`src/rtl/pwm_pkg.sv`:
```
// Shared definitions for the PWM capture slice: FSM state encoding,
// default counter width and the saturation limit helper.
package pwm_pkg;

    localparam int unsigned CNT_W_DEFAULT = 8;

    typedef enum logic [1:0] {
        IDLE = 2'b00,
        ARM  = 2'b01,
        HIGH = 2'b10,
        LOW  = 2'b11
    } pwm_state_t;

    // Largest value a w-bit saturating counter may hold (w <= 31).
    function automatic int unsigned sat_max(input int unsigned w);
        return (32'd1 << w) - 32'd1;
    endfunction

endpackage

```
`src/rtl/pwm_sync_edge.sv`:
```
// Multi-flop synchroniser for an asynchronous level, followed by a registered
// edge detector. Outputs the synchronised level s plus one-cycle rise/fall.
module pwm_sync_edge #(
    parameter int unsigned SYNC_STAGES = 2
) (
    input  logic clk,
    input  logic reset,
    input  logic async_in,
    output logic s,
    output logic rise,
    output logic fall
);

    logic [SYNC_STAGES-1:0] sync_q;
    logic                   s_d;

    // rise/fall are registered alongside s_d, so they stay aligned with s.
    always_ff @(posedge clk or negedge reset) begin
        if (!reset) begin
            sync_q <= '0;
            s_d    <= 1'b0;
            rise   <= 1'b0;
            fall   <= 1'b0;
        end else begin
            sync_q <= {sync_q[SYNC_STAGES-2:0], async_in};
            s_d    <= sync_q[SYNC_STAGES-1];
            rise   <= sync_q[SYNC_STAGES-1] & ~s_d;
            fall   <= ~sync_q[SYNC_STAGES-1] & s_d;
        end
    end

    assign s = s_d;

endmodule

```
`src/rtl/pwm_capture.sv`:
```
// PWM high-time / period measurement with valid/ready result interface.
// Optional stuck-input timeout result: define PWM_CAPTURE_TIMEOUT_EN.
module pwm_capture
    import pwm_pkg::*;
#(
    parameter int unsigned CNT_W       = CNT_W_DEFAULT,
    parameter int unsigned SYNC_STAGES = 2
) (
    input  logic             clk,
    input  logic             reset,
    input  logic             en,
    input  logic             pwm_in,
    output logic [CNT_W-1:0] high_cnt,
    output logic [CNT_W-1:0] period_cnt,
    output logic             overflow,
    output logic             missed,
    output logic             meas_valid,
    input  logic             meas_ready
);

    localparam logic [CNT_W-1:0] CNT_MAX = CNT_W'(sat_max(CNT_W));
    localparam logic [CNT_W-1:0] CNT_ONE = CNT_W'(1);

    logic pwm_level, rise, fall;

    pwm_sync_edge #(.SYNC_STAGES(SYNC_STAGES)) u_sync (
        .clk      (clk),
        .reset    (reset),
        .async_in (pwm_in),
        .s        (pwm_level),
        .rise     (rise),
        .fall     (fall)
    );

    pwm_state_t       state, state_nxt;
    logic [CNT_W-1:0] hcnt, hcnt_nxt, pcnt, pcnt_nxt;
    logic             sat, sat_nxt;
    logic             load, load_ovf;
    logic [CNT_W-1:0] load_h, load_p;
    logic             h_at_max, p_at_max;
    logic [CNT_W-1:0] h_inc, p_inc;

    always_comb begin
        h_at_max  = (hcnt == CNT_MAX);
        p_at_max  = (pcnt == CNT_MAX);
        h_inc     = h_at_max ? hcnt : hcnt + CNT_ONE;
        p_inc     = p_at_max ? pcnt : pcnt + CNT_ONE;
        state_nxt = state;
        hcnt_nxt  = hcnt;
        pcnt_nxt  = pcnt;
        sat_nxt   = sat;
        load      = 1'b0;
        load_h    = hcnt;
        load_p    = pcnt;
        load_ovf  = sat;

        case (state)
            IDLE: begin
                hcnt_nxt = '0;
                pcnt_nxt = '0;
                sat_nxt  = 1'b0;
                if (en) state_nxt = ARM;
            end
            ARM: begin
                if (rise) begin
                    state_nxt = HIGH;
                    hcnt_nxt  = CNT_ONE;
                    pcnt_nxt  = CNT_ONE;
                    sat_nxt   = 1'b0;
                end
            end
            HIGH: begin
                // The fall cycle is the first low cycle: only the period counts it.
                if (fall) begin
                    state_nxt = LOW;
                    pcnt_nxt  = p_inc;
                    sat_nxt   = sat | p_at_max;
                end else begin
                    hcnt_nxt = pwm_level ? h_inc : hcnt;
                    pcnt_nxt = p_inc;
                    sat_nxt  = sat | (pwm_level & h_at_max) | p_at_max;
                end
            end
            LOW: begin
                if (rise) begin
                    load      = 1'b1;
                    state_nxt = HIGH;
                    hcnt_nxt  = CNT_ONE;
                    pcnt_nxt  = CNT_ONE;
                    sat_nxt   = 1'b0;
                end else begin
                    pcnt_nxt = p_inc;
                    sat_nxt  = sat | p_at_max;
                end
            end
            default: state_nxt = IDLE;
        endcase

`ifdef PWM_CAPTURE_TIMEOUT_EN
        // pcnt >= hcnt always, so pcnt reaching its limit marks a stuck input.
        if (((state == HIGH) || ((state == LOW) && !rise)) && p_at_max) begin
            load      = 1'b1;
            load_h    = hcnt;
            load_p    = CNT_MAX;
            load_ovf  = 1'b1;
            state_nxt = ARM;
            hcnt_nxt  = '0;
            pcnt_nxt  = '0;
            sat_nxt   = 1'b0;
        end
`else
        load_p = load_p;
`endif

        if (!en) begin
            state_nxt = IDLE;
            hcnt_nxt  = '0;
            pcnt_nxt  = '0;
            sat_nxt   = 1'b0;
            load      = 1'b0;
        end
    end

    always_ff @(posedge clk or negedge reset) begin
        if (!reset) begin
            state <= IDLE;
            hcnt  <= '0;
            pcnt  <= '0;
            sat   <= 1'b0;
        end else begin
            state <= state_nxt;
            hcnt  <= hcnt_nxt;
            pcnt  <= pcnt_nxt;
            sat   <= sat_nxt;
        end
    end

    always_ff @(posedge clk or negedge reset) begin
        if (!reset) begin
            high_cnt   <= '0;
            period_cnt <= '0;
            overflow   <= 1'b0;
            missed     <= 1'b0;
            meas_valid <= 1'b0;
        end else if (load) begin
            high_cnt   <= load_h;
            period_cnt <= load_p;
            overflow   <= load_ovf;
            missed     <= meas_valid & ~meas_ready;
            meas_valid <= 1'b1;
        end else if (meas_valid && meas_ready) begin
            meas_valid <= 1'b0;
            missed     <= 1'b0;
        end
    end

endmodule

```
`config.mk`:
```
export PLATFORM = sky130hd
export DESIGN_NAME = pwm_capture
export DESIGN_NICKNAME = d
export VERILOG_FILES = /design/src/rtl/pwm_pkg.sv /design/src/rtl/pwm_sync_edge.sv /design/src/rtl/pwm_capture.sv
export SDC_FILE = /design/constraint.sdc
export NUM_CORES = 1
export LEC_CHECK = 0
export CAP_MARGIN = 20
export CORE_MARGIN = 1
export CORE_UTILIZATION = 50
export CTS_CLUSTER_SIZE = 16
export DETAILED_ROUTE_END_ITERATION = 7
export PLACE_DENSITY = 0.82
export SLEW_MARGIN = 20
export SYNTH_ARGS = -nofsm -noshare
export SYNTH_HDL_FRONTEND = slang
export SYNTH_HIERARCHICAL = 1
export SYNTH_SLANG_ARGS = --single-unit
```
`constraint.sdc`:
```
create_clock -name clk -period 4.3 [get_ports clk]
set_clock_uncertainty 0.2 [all_clocks]
set_input_delay 0.86 -clock clk [delete_from_list [all_inputs] [get_ports clk]]
set_output_delay 0.86 -clock clk [all_outputs]
set_load 0.02 [all_outputs]
```
Word-level counts from Yosys, hierarchy flattened
Cells that the tools add are included. W data, S select, Z words.

$add $sub $neg: 2. Multiply operators: 0. Div/mod/pow operators: 0. $lt $le $gt $ge: 0. Eq/ne operators: 11. Shift operators: 0. Muxes and demuxes: 25. Bitwise operators: 10. Reductions and logical operators: 6.

Operator list (count): $mux W8 (8); $pmux W8 S4 (1); $pmux W8 S3 (1); $add A8 B1 Y8 const B (2); $eq A8 B8 Y1 const B (2); $ne A3 B2 Y1 const B (4); $mux W1 (10); $mux W2 (3); $ne A3 B3 Y1 const B (2); $pmux W2 S3 (1); $and A1 B1 Y1 (4); $eq A2 B2 Y1 const B (2); $pmux W1 S4 (1); $reduce_and A4 Y1 (1); $not A1 Y1 (3); $or A1 B1 Y1 (3); $eq A2 B1 Y1 const B (1); $logic_not A2 Y1 (1); $reduce_and A2 Y1 (1); $reduce_bool A2 Y1 (1); $reduce_or A2 Y1 (1); $logic_and A1 B1 Y1 (1).

Register bits: 43. Latch bits: 0. RAM bits: 0. Bits in read-only memories: 0. Bits of input ports: 5. Output and inout port bits: 19. Word-level logic and storage cells: 67. Memories: 0.

Logic depth before layout (Yosys ltp)
Gate-level depths: netlist of the first run.

Depth after elaboration: 7. Mapped depth: 6. Gate-level depth less buffers: 5.

Hierarchy
The synthesis of the first run kept the hierarchy.

Modules (own cells, without submodules): pwm_capture (instances 1, cells an instance 156, area an instance 1810.5 µm², seq. area each 950.9 µm²); pwm_sync_edge (instances 1, cells an instance 7, area an instance 140.1 µm², seq. area each 125.1 µm²).

Least setup slack after synthesis of the first run
OpenSTA, ideal clock, no wires.

Kind: input -> register. Start point: input port en. End point: register high_cnt[0]. Setup time: 125 ps. Data arrival time: 1729 ps. Required time: 3975 ps. Slack: 2247 ps. Stages on the path: 4. Path buffers: 2. Cells stage by stage: buf_4 -> nand4_4 -> buf_2 -> mux2_2.

Longest elaborated chain between the ends: 1.

Ends and longest elaborated chain: start: declaration (line pwm_capture.sv:11) `input logic en,`; $mux W1 (line pwm_capture.sv:115) `if (!en) begin`; end signal: assignment (line pwm_capture.sv:146) `high_cnt <= load_h;`; end: declaration (line pwm_capture.sv:13) `output logic [CNT_W-1:0] high_cnt,`.

Every way passes these cells. A chain may end at the register's enable or synchronous reset.

Final worst setup path of the first run
Start point: input port en. End point: register hcnt[7].

Longest elaborated chain between the ends: 2. Elaborated cells on any way between the ends: 6. Those cells by class: eq/ne: 4; mux: 1; reduce/logical: 1.

Ends and longest elaborated chain: $ne A3 B3 Y1 (no source line) or $ne A3 B2 Y1 (tied branches); $reduce_and A4 Y1 (no source line); end signal: assignment (line pwm_capture.sv:132) `hcnt <= hcnt_nxt;`; end: declaration (line pwm_capture.sv:36) `logic [CNT_W-1:0] hcnt, hcnt_nxt, pcnt, pcnt_nxt;`.

Parallel ways exist; a longest one is shown, timed or not.

==> impl_metrics.toml, run 1 <==
[placed_design]
dpl-instance-area_sq_um = 2202
routability_cong = 0.8238
dp_hpwl_um = 2419
detailedPlace.worstSlack_ps = 1455
placedCellCount = 228
port_buffers = 23

[sta]
rsz0062_at_grt = "false"
period_share_pct = 59.05
timing_hold_violations_final = 0
tns_ps = 0
fmax_mhz = 393.8
finalSetupViolCount = 0
finalWorstSetupSlack_ps = 1761
relSlewSlack_pct = 39.46
timing_max_transition_violations_final = 0
tightestPinTransition_ps = 908.2
finalCriticalPeriod_ps = 2539
hold_ws_ps = 171.9

[route]
wl_met1_um = 1467
met3WireLength_um = 130
ant_nets = 0
detail_route.wl_per_cell_um = 14.54
post_route_drc = 0
topRoutingLayerUsed = "met4"
detail_route.wirelength_um = 3431
routed-wl-met2_um = 1791
detailroute.via_count = 1373
dr.first_iter.drc_count = 51
routed_via_density = 5.818
drt_pre_antenna_iters = 4

[worst_setup_path]
critical_path_arrival_ps = 2560
reg2reg_depth = 5
required_ps = 4320
regToRegStartpoint = "hcnt[0]"
critical_path.max_fanout = 14
nature_of_the_critical_path_startpoint = "primary input"
rrSetupSlack_ps = 2360
setup.worst_path.class = "primary input to register"
critical_r2r_capture = "hcnt[7]"
setup_crit_start = "en"
critical_path.endpoint_type = "register"

[run_status]
status = "complete, no violations"

[logic_synthesis]
postSynthAreaPerCell_sq_um = 11.97
post_synth_num_cell_types = 48
postSynthNetCount = 170
synthFlopType = "sky130_fd_sc_hd__dfrtp_1"
synth.largest_area_cell = "sky130_fd_sc_hd__dfrtp_1"
async_reset_ff_share_pct = 100.0
syn_inst = 163
synth-edff-count = 0
mappedNetlistArea_sq_um = 1951
yosysSeqAreaShare_pct = 55.16
ys_ff_latch = 43
post_synth_main_area_contributors = "sky130_fd_sc_hd__dfrtp_1, sky130_fd_sc_hd__mux2_2, sky130_fd_sc_hd__a21oi_1, sky130_fd_sc_hd__and3_1, sky130_fd_sc_hd__o21ai_0"
netlist.area_leader.share_pct = 55.16
ys.warnings.count = 6

[global_route]
grt_overflow_total = 0
grt_pass1_wl_um = 6065
antenna_found_initial = 0
largest_net_degree_at_the_start_of_global_routing = 44
grtUsageTotal_pct = 19.22
first_global_vias = 1405

[hold_path]
worstHoldPathType = "register to register"
holdCritStartpoint = "u_sync/sync_q[0]"
min_delay_worst_endpoint = "u_sync/sync_q[1]"
whs_path_depth = 0

[pwr]
clock_power_share_pct = 34.6
total_design_power_mw = 0.7047
power.density_cell_area_nw_per_um2 = 308.1
pwr-share-comb_pct = 5.9
p_leak_nw = 1.057
switching_share_of_total_power_pct = 23.47
p_int_mw = 0.5393
power_frac_seq_pct = 59.5
switching_power_mw = 0.1654
vdd_drop_max_mv = 0.2812

[clock_tree]
cts.path.max_buffers = 2
tritoncts_clock_tree = "built"
tritoncts_num_sinks = 43
clk_pin_slew_worst_paths_ps = 80
clk_lat_worst_skew_ps = 290
post_cts_resize_count = 0
htree_num_levels = 2
cts_made_buffers = 5
cts.root.buffer_cell = "sky130_fd_sc_hd__clkbuf_8"
post-cts-setup-buffer-count = 0
ctsHoldBuffers = 0

[final_layout]
finish.instance_area_sq_um = 2287
most_common_cell_after_layout_fill_and_taps_aside = "sky130_fd_sc_hd__dfrtp_1"
drive_gt1_share_pct = 15.43
layout.cells.most_common_list = "sky130_fd_sc_hd__dfrtp_1, sky130_fd_sc_hd__clkdlybuf4s50_1, sky130_fd_sc_hd__mux2_2"
num_antenna_cells = 0
utilization_pct = 62.01
design.final.nets = 194
synthToLayoutAreaGrowth_pct = 17.25
final_cells = 236

[run]
cap_violations = 0

[floorplan]
floorplan.die.height_um = 64.46
core.rowCount = 22
start_util_pct = 52.88
die_width_um = 64.46
placeableCoreArea_sq_um = 3689
die_ar_sq_um = 4155
top_level_ports = 24
## logic make-up (layout without fill, tap and decap cells)
group / count (synthesis) / after routing / share of synthesized area [%]
AO/OA/AOI/OAI: 40 / 40 / 14.11
XOR/XNOR: 2 / 2 / 0.8982
adder cells (fa/ha/maj): 2 / 2 / 1.283
buffers and inverters: 10 / 35 / 2.501
flip-flops: 43 / 43 / 55.16
multiplexers: 18 / 18 / 10.33
AND/OR/NAND/NOR: 48 / 48 / 15.72
## synthesized netlist by cell type (2+ instances only)
cell type                 instances
sky130_fd_sc_hd__inv_1            4
sky130_fd_sc_hd__or4_1            2
sky130_fd_sc_hd__nor3b_1          2
sky130_fd_sc_hd__o31ai_1          3
sky130_fd_sc_hd__a31oi_1          5
sky130_fd_sc_hd__a21o_1           3
sky130_fd_sc_hd__a21oi_1          9
sky130_fd_sc_hd__mux2_2          17
sky130_fd_sc_hd__ha_1             2
sky130_fd_sc_hd__nand3_1          7
sky130_fd_sc_hd__or3_1            2
sky130_fd_sc_hd__and3_1           7
sky130_fd_sc_hd__buf_2            3
sky130_fd_sc_hd__nand4_1          2
sky130_fd_sc_hd__nor3_1           3
sky130_fd_sc_hd__dfrtp_1         43
sky130_fd_sc_hd__buf_4            2
sky130_fd_sc_hd__nor2_1           4
sky130_fd_sc_hd__o21ai_0          8
sky130_fd_sc_hd__nand2_1          7
## cell type report
class	instances	area, sq um
Multi-Input combinational cell	110	825.8
Tap cell	48	60.06
Timing Repair Buffer	23	225.2
Sequential cell	43	1076
Clock buffer	6	72.57
Inverter	4	15.01
Fill cell	300	1401
Clock inverter	2	12.51
## worst max-delay path: stages
cell	delay, ps
sky130_fd_sc_hd__clkdlybuf4s50_1	660
sky130_fd_sc_hd__nand3b_4	230
sky130_fd_sc_hd__o211ai_4	160
sky130_fd_sc_hd__or4_1	500
sky130_fd_sc_hd__a21oi_1	150
## power groups by stage
| stage | Combinational (mW) | Sequential [mW] | Clock (mW) |
|---|---|---|---|
| final | 0.0414 | 0.419 | 0.244 |
| after detailed placement | 0.0422 | 0.427 | 0 |
| after floorplan | 0.0281 | 0.424 | 0 |
| after CTS | 0.0423 | 0.419 | 0.249 |
| after global placement | 0.0404 | 0.426 | 0 |
| after global routing | 0.0467 | 0.420 | 0.267 |
## metal layers
| layer | global-route usage, % | up-vias |
|---|---|---|
| met5 | 0 | - |
| met4 | 8.611 | 0 |
| met3 | 5.282 | 4 |
| met2 | 32.50 | 29 |
| met1 | 22.79 | 688 |
| li1 | - | 652 |
## worst max path at each step
stage          cells after the start           to  slack, ps
6_report                           5      hcnt[7]       1760
5_1_grt                            5      hcnt[7]       1670
4_1_cts                            5      hcnt[7]       1760
3_5_place_dp                       5      hcnt[7]       1450
3_3_place_gp                       5      hcnt[7]       1550
2_1_floorplan                      4  high_cnt[0]       2250
## sequential cells by signal (all words and copies together), names as in the netlist
register       cells
hcnt               8
high_cnt           8
load_p             8
period_cnt         8
state              2
u_sync/sync_q      2
load_ovf           1
meas_valid         1
missed             1
overflow           1
u_sync/fall        1
u_sync/rise        1
u_sync/s           1
No activity file was read; power rests on OpenSTA's default activity.
==> run 2: changes to the inputs <==
CORE_UTILIZATION = 49   (was 50)
PLACE_DENSITY = 0.83   (was 0.82)
clock period = 2.1 ns   (was 4.3 ns; I/O delays follow)
==> run 2 against run 1 <==
Design area rose by 6.0%. Critical path depth decreased by 4. Core utilization rose by 2.8 points. Sequential cell count unchanged. Sequential power grew 100%. Worst setup slack got worse by 1600 ps. Wire length is 12% higher. Combinational power increased to 2.6 times the previous value. Sequential share of layout area down 2.7 points. Die area increased by 2.0%. Non-clock buffer count rose by 12. Clock power rose to 2.7 times the previous value. Largest power group unchanged.
==> impl_metrics.toml, run 2 (same netlist as run 1, synthesis figures left out) <==
[final_layout]
num_antenna_cells = 0
most_common_cell_after_layout_fill_and_taps_aside = "sky130_fd_sc_hd__dfrtp_1"
final_cells = 248
multi_input_logic_area_sq_um = 825.8
design.final.nets = 206
synthToLayoutAreaGrowth_pct = 24.31
drive_gt1_share_pct = 20.50
ff_latch_area_sq_um = 1076
layout.cells.most_common_list = "sky130_fd_sc_hd__dfrtp_1, sky130_fd_sc_hd__clkdlybuf4s50_1, sky130_fd_sc_hd__mux2_2"
fillCellCount = 304

[clock_tree]
htree_num_levels = 2
cts_made_buffers = 5
cts.root.buffer_cell = "sky130_fd_sc_hd__clkbuf_8"
tritoncts_num_sinks = 43
clk_pin_slew_worst_paths_ps = 80
post-cts-setup-buffer-count = 0
clk_lat_worst_skew_ps = 300
cts.path.max_buffers = 2
tritoncts_clock_tree = "built"

[sta]
relSlewSlack_pct = 54.90
fmax_mhz = 516.4
tightestPinTransition_ps = 673.6
finalCriticalPeriod_ps = 1936
period_share_pct = 92.21
timing_hold_violations_final = 0
finalSetupViolCount = 0
timing_max_transition_violations_final = 0
rsz0062_at_grt = "false"
hold_ws_ps = 162.1

[global_route]
antenna_found_initial = 0
grtUsageTotal_pct = 21.43
grt_pass1_wl_um = 6741
grt_overflow_total = 0
first_global_vias = 1433
largest_net_degree_at_the_start_of_global_routing = 44

[placed_design]
placedCellCount = 239
dp_hpwl_um = 2726
port_buffers = 23
routability_cong = 0.8750

[worst_setup_path]
setup.worst_path.class = "register to output pin"
reg2reg_depth = 6
regToRegStartpoint = "hcnt[0]"
critical_path_arrival_ps = 1320
crit_path_cell_trace = "clkdlybuf4s50_1"
critical_r2r_capture = "hcnt[2]"
timing.critical_path.buf_inv = 1
rrSetupSlack_ps = 200
critical_path.max_fanout = 4
crit_path_max_incr_delay_ps = 620
critical_path.endpoint_type = "output pin"
standard_cell_with_the_maximum_stage_delay_on_the_critical_path = "sky130_fd_sc_hd__clkdlybuf4s50_1"
required_ps = 1480
cp_top_family = "buffers and inverters"
nature_of_the_critical_path_startpoint = "register"

[route]
detail_route.wl_per_cell_um = 15.52
detail_route.wirelength_um = 3848
dr.first_iter.drc_count = 69
post_route_drc = 0
routed_via_density = 5.903
ant_nets = 0
drt_pre_antenna_iters = 5
detailroute.via_count = 1464

[run_status]
status = "complete, no violations"

[hold_path]
worstHoldPathType = "register to register"
holdCritStartpoint = "u_sync/sync_q[0]"
min_delay_worst_endpoint = "u_sync/sync_q[1]"
whs_path_depth = 0

[floorplan]
die_ar_sq_um = 4237
placeableCoreArea_sq_um = 3744
top_level_ports = 24
start_util_pct = 52.11
floorplan.die.height_um = 65.10
die_width_um = 65.10
core.rowCount = 22

[run]
cap_violations = 0

[pwr]
vdd_drop_max_mv = 0.5800
p_leak_nw = 1.135
power.density_cell_area_nw_per_um2 = 670.8
run 2: per-stage QoR:
stage	power, mW	setup slack, ps	TNS, ps	cell area [sq um]	utilization [%]
floorplan	0.9246	373.6	0	1951	-
global placement	0.9741	42.98	0	2297	61.36
detailed placement	0.9794	-32.88	-86.58	2297	61.36
CTS	1.636	152.0	0	2425	64.77
global route	1.686	55.45	0	2425	64.77
finish	1.626	163.7	0	2425	64.77
run 2: layout make-up:
type                       instances  share of cell area, %
timing repair buffer              35                  13.62
tap                               48                  2.477
clock inverter                     2                  1.445
multi-input combinational        110                  34.06
sequential                        43                  44.38
clock buffer                       6                  3.406
inverter                           4                 0.6192
run 2: power breakdown:
part,internal (mW),switching [mW]
Combinational,0.0480,0.0581
Sequential,0.840,0.0184
Clock,0.385,0.278
Total,1.27,0.354
run 2: what timing repair did:
action                     4_1_cts  5_1_grt
setup endpoints to repair        0        0
hold endpoints to repair        11        0
hold buffers                     1        0
gates resized for setup          0        0
run 2: worst max path at each step:
stage | cells after the start | start | end
finish | 1 | meas_valid | meas_valid
global route | 6 | hcnt[0] | hcnt[2]
floorplan | 5 | hcnt[0] | hcnt[7]
CTS | 1 | meas_valid | meas_valid
global placement | 5 | en | hcnt[7]
detailed placement | 6 | en | hcnt[3]
run 2: layer usage:
metal / share of wire (%) / wire length [um] / track usage (%) / vias to the layer above
met5: 0 / 0 / 0 / -
met4: 2.1 / 81 / 9.511 / 0
met3: 5.1 / 198 / 6.944 / 12
met2: 49 / 1900 / 33.98 / 51
met1: 43 / 1667 / 26.79 / 718
li1: - / - / - / 683
==> run 3: changes to the inputs <==
CORE_UTILIZATION = 50   (was 49)
CTS_BUF_LIST = sky130_fd_sc_hd__clkbuf_8   (was unset)
PLACE_DENSITY = 0.85   (was 0.83)
==> run 3 against run 2 <==
Wire length is 3.2% lower. Worst hold slack worse by 2.6 ps. Clock power hardly changed. Sequential power hardly changed. Register-to-register slack hardly changed. Die area is 1.9% lower. Sequential cell count stayed put. Total power is 0.33% lower. Worst setup slack better by 2.0 ps. Largest cell class unchanged. Largest power group unchanged.
==> impl_metrics.toml, run 3 (same netlist as run 1, synthesis figures left out) <==
[run_status]
status = "complete, no violations"

[worst_setup_path]
setup_crit_start = "meas_valid"
nature_of_the_critical_path_startpoint = "register"
setup.worst_path.class = "register to output pin"
critical_r2r_capture = "hcnt[7]"
rrSetupSlack_ps = 190
crit_path_cell_trace = "clkdlybuf4s50_1"
critical_path_arrival_ps = 1310
crit_path_max_incr_delay_ps = 620
regToRegStartpoint = "hcnt[0]"
timing.critical_path.buf_inv = 1
required_ps = 1480
standard_cell_with_the_maximum_stage_delay_on_the_critical_path = "sky130_fd_sc_hd__clkdlybuf4s50_1"
critical_path.max_fanout = 4
critical_path.endpoint_type = "output pin"
cp_top_family = "buffers and inverters"
reg2reg_depth = 5

[placed_design]
dp_hpwl_um = 2598
routability_cong = 0.8827
port_buffers = 23
placedCellCount = 238
detailedPlace.worstSlack_ps = -38.73

[sta]
hold_ws_ps = 159.5
rsz0062_at_grt = "false"
timing_hold_violations_final = 0
finalCriticalPeriod_ps = 1934
finalSetupViolCount = 0
fmax_mhz = 517.0
period_share_pct = 92.11
timing_max_transition_violations_final = 0
tightestPinTransition_ps = 635.7
finalWorstSetupSlack_ps = 165.6
relSlewSlack_pct = 57.43

[route]
detail_route.wl_per_cell_um = 15.09
detail_route.wirelength_um = 3726
post_route_drc = 0
routed_via_density = 5.802
dr.first_iter.drc_count = 72
ant_nets = 0
detailroute.via_count = 1433
drt_pre_antenna_iters = 4

[global_route]
grt_overflow_total = 0
first_global_vias = 1379
largest_net_degree_at_the_start_of_global_routing = 44
grt_pass1_wl_um = 6272
antenna_found_initial = 0
grtUsageTotal_pct = 20.34

[clock_tree]
tritoncts_num_sinks = 43
htree_num_levels = 2
clk_pin_slew_worst_paths_ps = 70
cts_made_buffers = 5
cts.root.buffer_cell = "sky130_fd_sc_hd__clkbuf_8"
clk_lat_worst_skew_ps = 300
tritoncts_clock_tree = "built"
cts.path.max_buffers = 2

[floorplan]
top_level_ports = 24
core.rowCount = 22
start_util_pct = 52.88
floorplan.die.height_um = 64.46
die_ar_sq_um = 4155
die_width_um = 64.46
placeableCoreArea_sq_um = 3689

[pwr]
total_design_power_mw = 1.621
vdd_drop_max_mv = 0.4437
p_leak_nw = 1.130
power.density_cell_area_nw_per_um2 = 670.6

[final_layout]
num_antenna_cells = 0
drive_gt1_share_pct = 20.10
layout.cells.most_common_list = "sky130_fd_sc_hd__dfrtp_1, sky130_fd_sc_hd__clkdlybuf4s50_1, sky130_fd_sc_hd__mux2_2"
utilization_pct = 65.54
fillCellCount = 275
design.final.nets = 205
synthToLayoutAreaGrowth_pct = 23.93
most_common_cell_after_layout_fill_and_taps_aside = "sky130_fd_sc_hd__dfrtp_1"
final_cells = 247

[hold_path]
whs_path_depth = 0
holdCritStartpoint = "u_sync/sync_q[0]"
worstHoldPathType = "register to register"
min_delay_worst_endpoint = "u_sync/sync_q[1]"

[run]
cap_violations = 0
==> run 3: cell types whose count changed in the layout (fill, tap and decap cells not counted), sizes merged <==
| cell | change |
|---|---|
| buf | -1 |
==> run 3: stage by stage <==
stage,instance area (sq um),TNS [ps]
2_1_floorplan,1951,0
3_3_place_gp,2290,0
3_5_place_dp,2290,-299.1
4_1_cts,2417,0
5_1_grt,2417,0
6_report,2417,0
==> run 3: what timing repair did <==
item | CTS | global route
gates resized for setup | 0 | 0
buffers inserted | 0 | 0
hold buffers | 1 | 0
endpoints found under the hold margin | 43 | 0
==> run 3: worst max path at each step <==
stage | slack [ps] | cells past startpoint | to
5_1_grt | 100 | 6 | hcnt[2]
6_report | 170 | 1 | meas_valid
3_3_place_gp | 10 | 6 | hcnt[2]
3_5_place_dp | -40 | 6 | hcnt[3]
4_1_cts | 160 | 1 | meas_valid
2_1_floorplan | 370 | 5 | hcnt[7]
==> run 3: metal layers <==
metal / track usage, % / vias up / wire (um)
met5: 0 / - / 0
met1: 24.59 / 723 / 1628
met3: 5.458 / 7 / 128
met4: 10.00 / 0 / 65
li1: - / 674 / -
met2: 33.55 / 29 / 1902
==> run 3: final cells by class <==
cell class,instances,area [sq um],share of cell area [%]
Timing Repair Buffer,34,322.8,13.35
Clock buffer,6,82.58,3.416
Multi-Input combinational cell,110,825.8,34.16
Tap cell,48,60.06,2.484
Clock inverter,2,35.03,1.449
Inverter,4,15.01,0.6211
Sequential cell,43,1076,44.51
==> run 3: power by group <==
part           internal, mW  total, mW  switching (mW)
registers             0.840      0.858          0.0182
clock network         0.385      0.659           0.275
logic                0.0464      0.103          0.0570
